**src/rtl/phase_pkg.sv**
```systemverilog
`default_nettype none
// ============================================================================
// Module   : phase_pkg
// Brief    : Shared types and default constants for the phase sequencer.
//            Holds the legacy four-phase names and the default depth and
//            counter width used by phase_gen.
// Revision : 1.0 - initial release
// ============================================================================
package phase_pkg;

  // Default sequencer depth and completed-cycle counter width.
  localparam int NUM_PHASES_DEF = 4;
  localparam int CNT_W_DEF      = 16;

  // Legacy four-phase ordering; the binary PHASE output uses these codes.
  typedef enum logic [1:0] {
    FETCH  = 2'd0,
    DECODE = 2'd1,
    EXEC   = 2'd2,
    UPDATE = 2'd3
  } STATES;

endpackage : phase_pkg
`default_nettype wire

```
**src/rtl/phase_cyc_cnt.sv**
```systemverilog
`default_nettype none
// ============================================================================
// Module   : phase_cyc_cnt
// Brief    : Completed-cycle counter. Increments by one on each rising CLK
//            edge where INC is high and wraps modulo 2^W. Asynchronous
//            active-low reset clears the count.
// Revision : 1.0 - initial release
// ============================================================================
module phase_cyc_cnt
  import phase_pkg::*;
#(
  parameter int W = CNT_W_DEF
) (
  input  logic         CLK,
  input  logic         RST,
  input  logic         INC,
  output logic [W-1:0] CNT
);

  logic [W-1:0] r_cnt;

  // Count completed cycles; natural overflow gives the modulo-2^W wrap.
  always_ff @(posedge CLK or negedge RST) begin
    if (!RST) begin
      r_cnt <= '0;
    end else if (INC) begin
      r_cnt <= r_cnt + 1'b1;
    end
  end

  assign CNT = r_cnt;

endmodule : phase_cyc_cnt
`default_nettype wire

```
**src/rtl/phase_gen.sv**
```systemverilog
`default_nettype none
// ============================================================================
// Module   : phase_gen
// Brief    : Phase sequencer. Steps through NUM_PHASES phases (binary and
//            registered one-hot outputs), flags the final phase of each
//            cycle on LAST and counts completed cycles.
//            Optional feature macro: PHASE_STEP_EN adds STEP_MODE/STEP ports
//            for single-step operation (one phase per STEP rising edge).
// Revision : 1.0 - initial release
// ============================================================================
module phase_gen
  import phase_pkg::*;
#(
  parameter  int NUM_PHASES = NUM_PHASES_DEF,
  parameter  int CNT_W      = CNT_W_DEF,
  localparam int PHASE_W    = $clog2(NUM_PHASES)
) (
  input  logic                  CLK,
  input  logic                  RST,
  input  logic                  EN,
  input  logic                  HOLD,
  input  logic                  SYNC,
`ifdef PHASE_STEP_EN
  input  logic                  STEP_MODE,
  input  logic                  STEP,
`endif
  output logic [PHASE_W-1:0]    PHASE,
  output logic [NUM_PHASES-1:0] PHASE_OH,
  output logic                  LAST,
  output logic [CNT_W-1:0]      CYC_CNT
);

  // Code of the final phase in a cycle (UPDATE in the legacy 4-phase order).
  localparam logic [PHASE_W-1:0] c_last_phase = PHASE_W'(NUM_PHASES - 1);

  logic [PHASE_W-1:0]    r_phase;
  logic [NUM_PHASES-1:0] r_phase_oh;
  logic [PHASE_W-1:0]    w_phase_nxt;
  logic [NUM_PHASES-1:0] w_phase_oh_nxt;
  logic                  w_advance;
  logic                  w_at_last;
  logic                  w_in_range;

  // --------------------------------------------------------------------------
  // Advance qualification
  // --------------------------------------------------------------------------
`ifdef PHASE_STEP_EN
  logic r_step_q;
  logic w_step_pulse;

  // Delay STEP by one cycle so its rising edge can be detected.
  always_ff @(posedge CLK or negedge RST) begin
    if (!RST) begin
      r_step_q <= 1'b0;
    end else begin
      r_step_q <= STEP;
    end
  end

  // The step edge is consumed whether or not it advances, so a pulse that
  // lands on HOLD or SYNC is dropped rather than replayed later.
  assign w_step_pulse = STEP & ~r_step_q;
  assign w_advance    = EN & ~HOLD & ~SYNC & (~STEP_MODE | w_step_pulse);
`else
  assign w_advance    = EN & ~HOLD & ~SYNC;
`endif

  // --------------------------------------------------------------------------
  // Phase range detection
  // --------------------------------------------------------------------------
  // With a power-of-two depth every encoding is a legal phase; otherwise
  // encodings past the last phase are illegal and get recovered to 0.
  if ((1 << PHASE_W) == NUM_PHASES) begin : g_pow2
    assign w_in_range = 1'b1;
  end else begin : g_npow2
    assign w_in_range = (r_phase <= c_last_phase);
  end

  assign w_at_last = (r_phase == c_last_phase);

  // --------------------------------------------------------------------------
  // State register
  // --------------------------------------------------------------------------
  // Hold the current phase in both encodings; reset lands on phase 0.
  always_ff @(posedge CLK or negedge RST) begin
    if (!RST) begin
      r_phase    <= '0;
      r_phase_oh <= NUM_PHASES'(1);
    end else begin
      r_phase    <= w_phase_nxt;
      r_phase_oh <= w_phase_oh_nxt;
    end
  end

  // --------------------------------------------------------------------------
  // Next-state logic
  // --------------------------------------------------------------------------
  // Illegal-encoding recovery first, then SYNC restart, then normal advance
  // with wrap from the last phase back to 0.
  always_comb begin
    w_phase_nxt = r_phase;
    if (!w_in_range) begin
      w_phase_nxt = '0;
    end else if (SYNC) begin
      w_phase_nxt = '0;
    end else if (w_advance) begin
      if (w_at_last) begin
        w_phase_nxt = '0;
      end else begin
        w_phase_nxt = r_phase + 1'b1;
      end
    end
  end

  // Decode the next phase to one-hot so the registered PHASE_OH always
  // tracks PHASE exactly; w_phase_nxt is always a legal phase here.
  always_comb begin
    w_phase_oh_nxt = '0;
    for (int i = 0; i < NUM_PHASES; i++) begin
      w_phase_oh_nxt[i] = (w_phase_nxt == PHASE_W'(i));
    end
  end

  // --------------------------------------------------------------------------
  // Output logic
  // --------------------------------------------------------------------------
  // LAST marks the edge that completes a cycle; zero latency from advance.
  always_comb begin
    LAST = w_at_last & w_advance;
  end

  assign PHASE    = r_phase;
  assign PHASE_OH = r_phase_oh;

  // --------------------------------------------------------------------------
  // Completed-cycle counter
  // --------------------------------------------------------------------------
  phase_cyc_cnt #(
    .W   (CNT_W)
  ) u_cyc_cnt (
    .CLK (CLK),
    .RST (RST),
    .INC (LAST),
    .CNT (CYC_CNT)
  );

endmodule : phase_gen
`default_nettype wire

```
**config.mk**
```make
export PLATFORM = sky130hd
export DESIGN_NAME = phase_gen
export DESIGN_NICKNAME = d
export VERILOG_FILES = /design/src/rtl/phase_pkg.sv /design/src/rtl/phase_cyc_cnt.sv /design/src/rtl/phase_gen.sv
export SDC_FILE = /design/constraint.sdc
export NUM_CORES = 1
export LEC_CHECK = 0
export ABC_CLOCK_PERIOD_IN_PS = 3900
export CAP_MARGIN = 20
export CORE_AREA = 2 2 52 54
export DETAILED_ROUTE_END_ITERATION = 16
export DIE_AREA = 0 0 54 56
export GPL_TIMING_DRIVEN = 0
export PLACE_DENSITY = 0.77
export REMOVE_ABC_BUFFERS = 1
export SLEW_MARGIN = 10
export SYNTH_ARGS = -nofsm -noshare
export SYNTH_HDL_FRONTEND = slang
export SYNTH_SLANG_ARGS = --single-unit
export TNS_END_PERCENT = 100
```
**constraint.sdc**
```tcl
create_clock -name CLK -period 3.9 [get_ports CLK]
set_clock_uncertainty 0.1 [all_clocks]
set_input_delay 0.78 -clock CLK [delete_from_list [all_inputs] [get_ports CLK]]
set_output_delay 0.78 -clock CLK [all_outputs]
set_load 0.01 [all_outputs]
```
==> out/metrics.yaml, run 1 <==
clock_network:
  cts_buffers: 3
  cts_max_level: 1
  post_cts_resized: 0
  insertion_delay_ns: 0.31
  clk_pin_slew_ns: 0.11
  clock_path_buffers: 2
  cts_sinks: 22
  cts_tree: "done"
  cts_hold_buf: 0
  cts_setup_buffers: 0
  cts_root_buf: "clkbuf_4"
routing:
  wirelength_um: 1990
  dr.first_iter.drc_count: 10
  drtPass1Iterations: 4
  wl_per_cell_um: 13.9
  drcViolationCount: 0
  vias_per_cell: 4.94
  ant_nets: 0
  vias: 706
floorplan:
  die_w_um: 54
  initial_utilization_pct: 39.4
  core_area_mm2: 0.00243
  die-height_um: 56
  placementRows: 18
  die_area_mm2: 0.00302
  io_pins: 28
synth:
  ys_ff_latch: 22
  ys_seq_area_share_pct: 57.6
  synthAdderAreaFrac_pct: 2.61
  synth-main-ff-cell: "dfrtp_1"
  synth-xor-area-share_pct: 13.7
  syn_area_um2: 957
  synth-edff-count: 0
  synth_compound_area_share_pct: 0
  avgSynthCellArea_um2: 11.8
  ys_types: 21
  synth.area.mux_share_pct: 2.09
  synthCells: 81
  async_reset_ff_share_pct: 100
  ys_warn_count: 0
  synthSimpleGateAreaFrac_pct: 23.1
  synth_top_family_by_area: "simple AND/OR/NAND/NOR gates"
timing:
  worstMarginPinSlew_ns: 0.579
  period_needed_ns: 3.24
  final.period_utilization_pct: 83.0
  slew_headroom_pct: 61.0
  worst_slack_ns: 0.661
  hold_viol: 0
  timing.final.max_slew_violations: 0
  setup_viol: 0
  rsz0062_at_grt: "false"
  tns_ns: 0
  maxClockFrequency_ghz: 0.309
finish:
  fillers: 214
  layout_common_cells: "clkdlybuf4s50_1 (27), dfrtp_1 (21), xnor2_1 (8)"
  area_growth_pct: 40.5
  postLayoutCoreUtil_pct: 55.3
  fin_area_mm2: 0.00135
  antenna_cells: 0
  layout-drive-gt1-share_pct: 7.96
  layout_commonest_cell: "clkdlybuf4s50_1"
  nets: 121
global_route:
  track_usage_pct: 14.6
  grt_first_pass_wirelength_um: 3260
  grt_overflow: 0
  grt_max_degree: 23
  antenna_found_initial: 0
  grt_pass1_vias: 709
worst_setup_path:
  start_kind: "primary input"
  r2r-start: "PHASE[0]$_DFF_PN0_"
  critical_path_class: "primary input to output pin"
  reg2reg_depth: 5
  cp.arrival_ns: 2.36
  cp-end-kind: "output pin"
  cp_data_required_time_ns: 3.02
  crit_start: "SYNC"
  worst-path-max-fanout: 8
hold_path:
  hp-start: "u_cyc_cnt.CNT[15]$_DFFE_PN0P_"
  min_path_type: "flop to flop"
  hold_depth: 1
pwr:
  power.leakage_nw: 0.601
  vdd_drop_max_uv: 251
  cellPowerDensity_mw_per_mm2: 327
  total_power_uw: 440
status:
  status: "finished, final reports clean"
placement:
  post-place-ws_ns: 0.655
  dpl.hpwl_um: 1460
  io_buffer_count: 27
  place_congestion: 0.781
  place_area_mm2: 0.00126
flow_run:
  max_cap_viol_count: 0
through the flow:
| step | hold WS [ns] | cells |
|---|---|---|
| global placement | 0.362 | 138 |
| CTS | 0.383 | 142 |
| global route | 0.399 | 143 |
| floorplan | 0.384 | 81 |
| detailed placement | 0.362 | 138 |
| finish | 0.379 | 143 |
Yosys cell counts, drive strengths merged (2+ instances only):
| library cell | number | area (um^2) |
|---|---|---|
| nor3 | 5 | 25.0 |
| dfrtp | 21 | 526 |
| xnor2 | 8 | 70.1 |
| mux2i | 2 | 20.0 |
| nand4 | 4 | 25.0 |
| nand3 | 7 | 35.0 |
| ha | 2 | 25.0 |
| nor2 | 7 | 28.8 |
| and3 | 2 | 12.5 |
| xor2 | 7 | 61.3 |
| nand2 | 7 | 26.3 |
worst paths after layout:
| kind | to | slack, ns |
|---|---|---|
| worst max register to register | u_cyc_cnt.CNT[13]$_DFFE_PN0P_ | 1.92 |
| min in group asynchronous | u_cyc_cnt.CNT[5]$_DFFE_PN0P_ | 0.63 |
| worst max-delay path | LAST | 0.66 |
| worst min-delay path | u_cyc_cnt.CNT[15]$_DFFE_PN0P_ | 0.38 |
| worst min register to register | u_cyc_cnt.CNT[15]$_DFFE_PN0P_ | 0.38 |
| max in group asynchronous | PHASE_OH[0]$_DFF_PN1_ | 2.58 |
worst max-delay path: stages:
cell	delay [ns]
clkdlybuf4s50_1	0.58
nand4bb_4	0.24
clkinv_1	0.22
clkdlybuf4s50_1	0.54
per-layer routing:
layer	GRT usage [%]	up-vias	part of all wire (%)
met3	4.03	2	5.9
li1	-	343	-
met2	25.6	20	52
met1	17.1	341	41
met4	3.21	0	0.60
met5	0	-	0
flip-flops by register name, summed over array words and instances (netlist names):
| signal | cells |
|---|---|
| PHASE_OH | 4 |
| PHASE | 2 |
| u_cyc_cnt.CNT | 16 |
where the power goes:
| group | internal, mW | total [mW] | leakage, nW | switching [mW] |
|---|---|---|---|---|
| registers | 0.233 | 0.235 | 0.302 | 0.00272 |
| clock network | 0.104 | 0.173 | 0.0279 | 0.0690 |
| logic | 0.0172 | 0.0319 | 0.271 | 0.0147 |
cell families (layout without fill, tap and decap cells):
| kind of cell | after synthesis | in the layout |
|---|---|---|
| XOR/XNOR | 15 | 15 |
| multiplexers | 2 | 2 |
| adder cells (fa/ha/maj) | 2 | 2 |
| AND/OR/NAND/NOR | 38 | 38 |
| buffers and inverters | 2 | 34 |
| flip-flops | 22 | 22 |
area by class of cell:
class                   count  area, um^2  share of cell area, %
clock buffers               3        22.5                   1.67
multi-input cells          57         398                   29.6
well taps                  30        37.5                   2.79
inverters                   2        7.51                  0.558
repair buffers             28         298                   22.1
clock inverters             1        30.0                   2.23
flip-flops and latches     22         552                   41.0
No activity file was read; power rests on OpenSTA's default activity.
==> run 2: changes to the inputs <==
ABC_CLOCK_PERIOD_IN_PS = 3300   (was 3900)
clock period = 3.3 ns   (was 3.9 ns; I/O delays follow)
==> results of run 2 <==
Same layout as run 1 (identical final DEF). Status: finished, final reports clean.
Main changes from that run: setup slack after placement 0.655 ns -> 0.295 ns; setup slack after layout 0.661 ns -> 0.301 ns; register-to-register setup slack 1.92 ns -> 1.32 ns; total power 0.440 mW -> 0.520 mW; worst IR drop on VDD 251 uV -> 296 uV
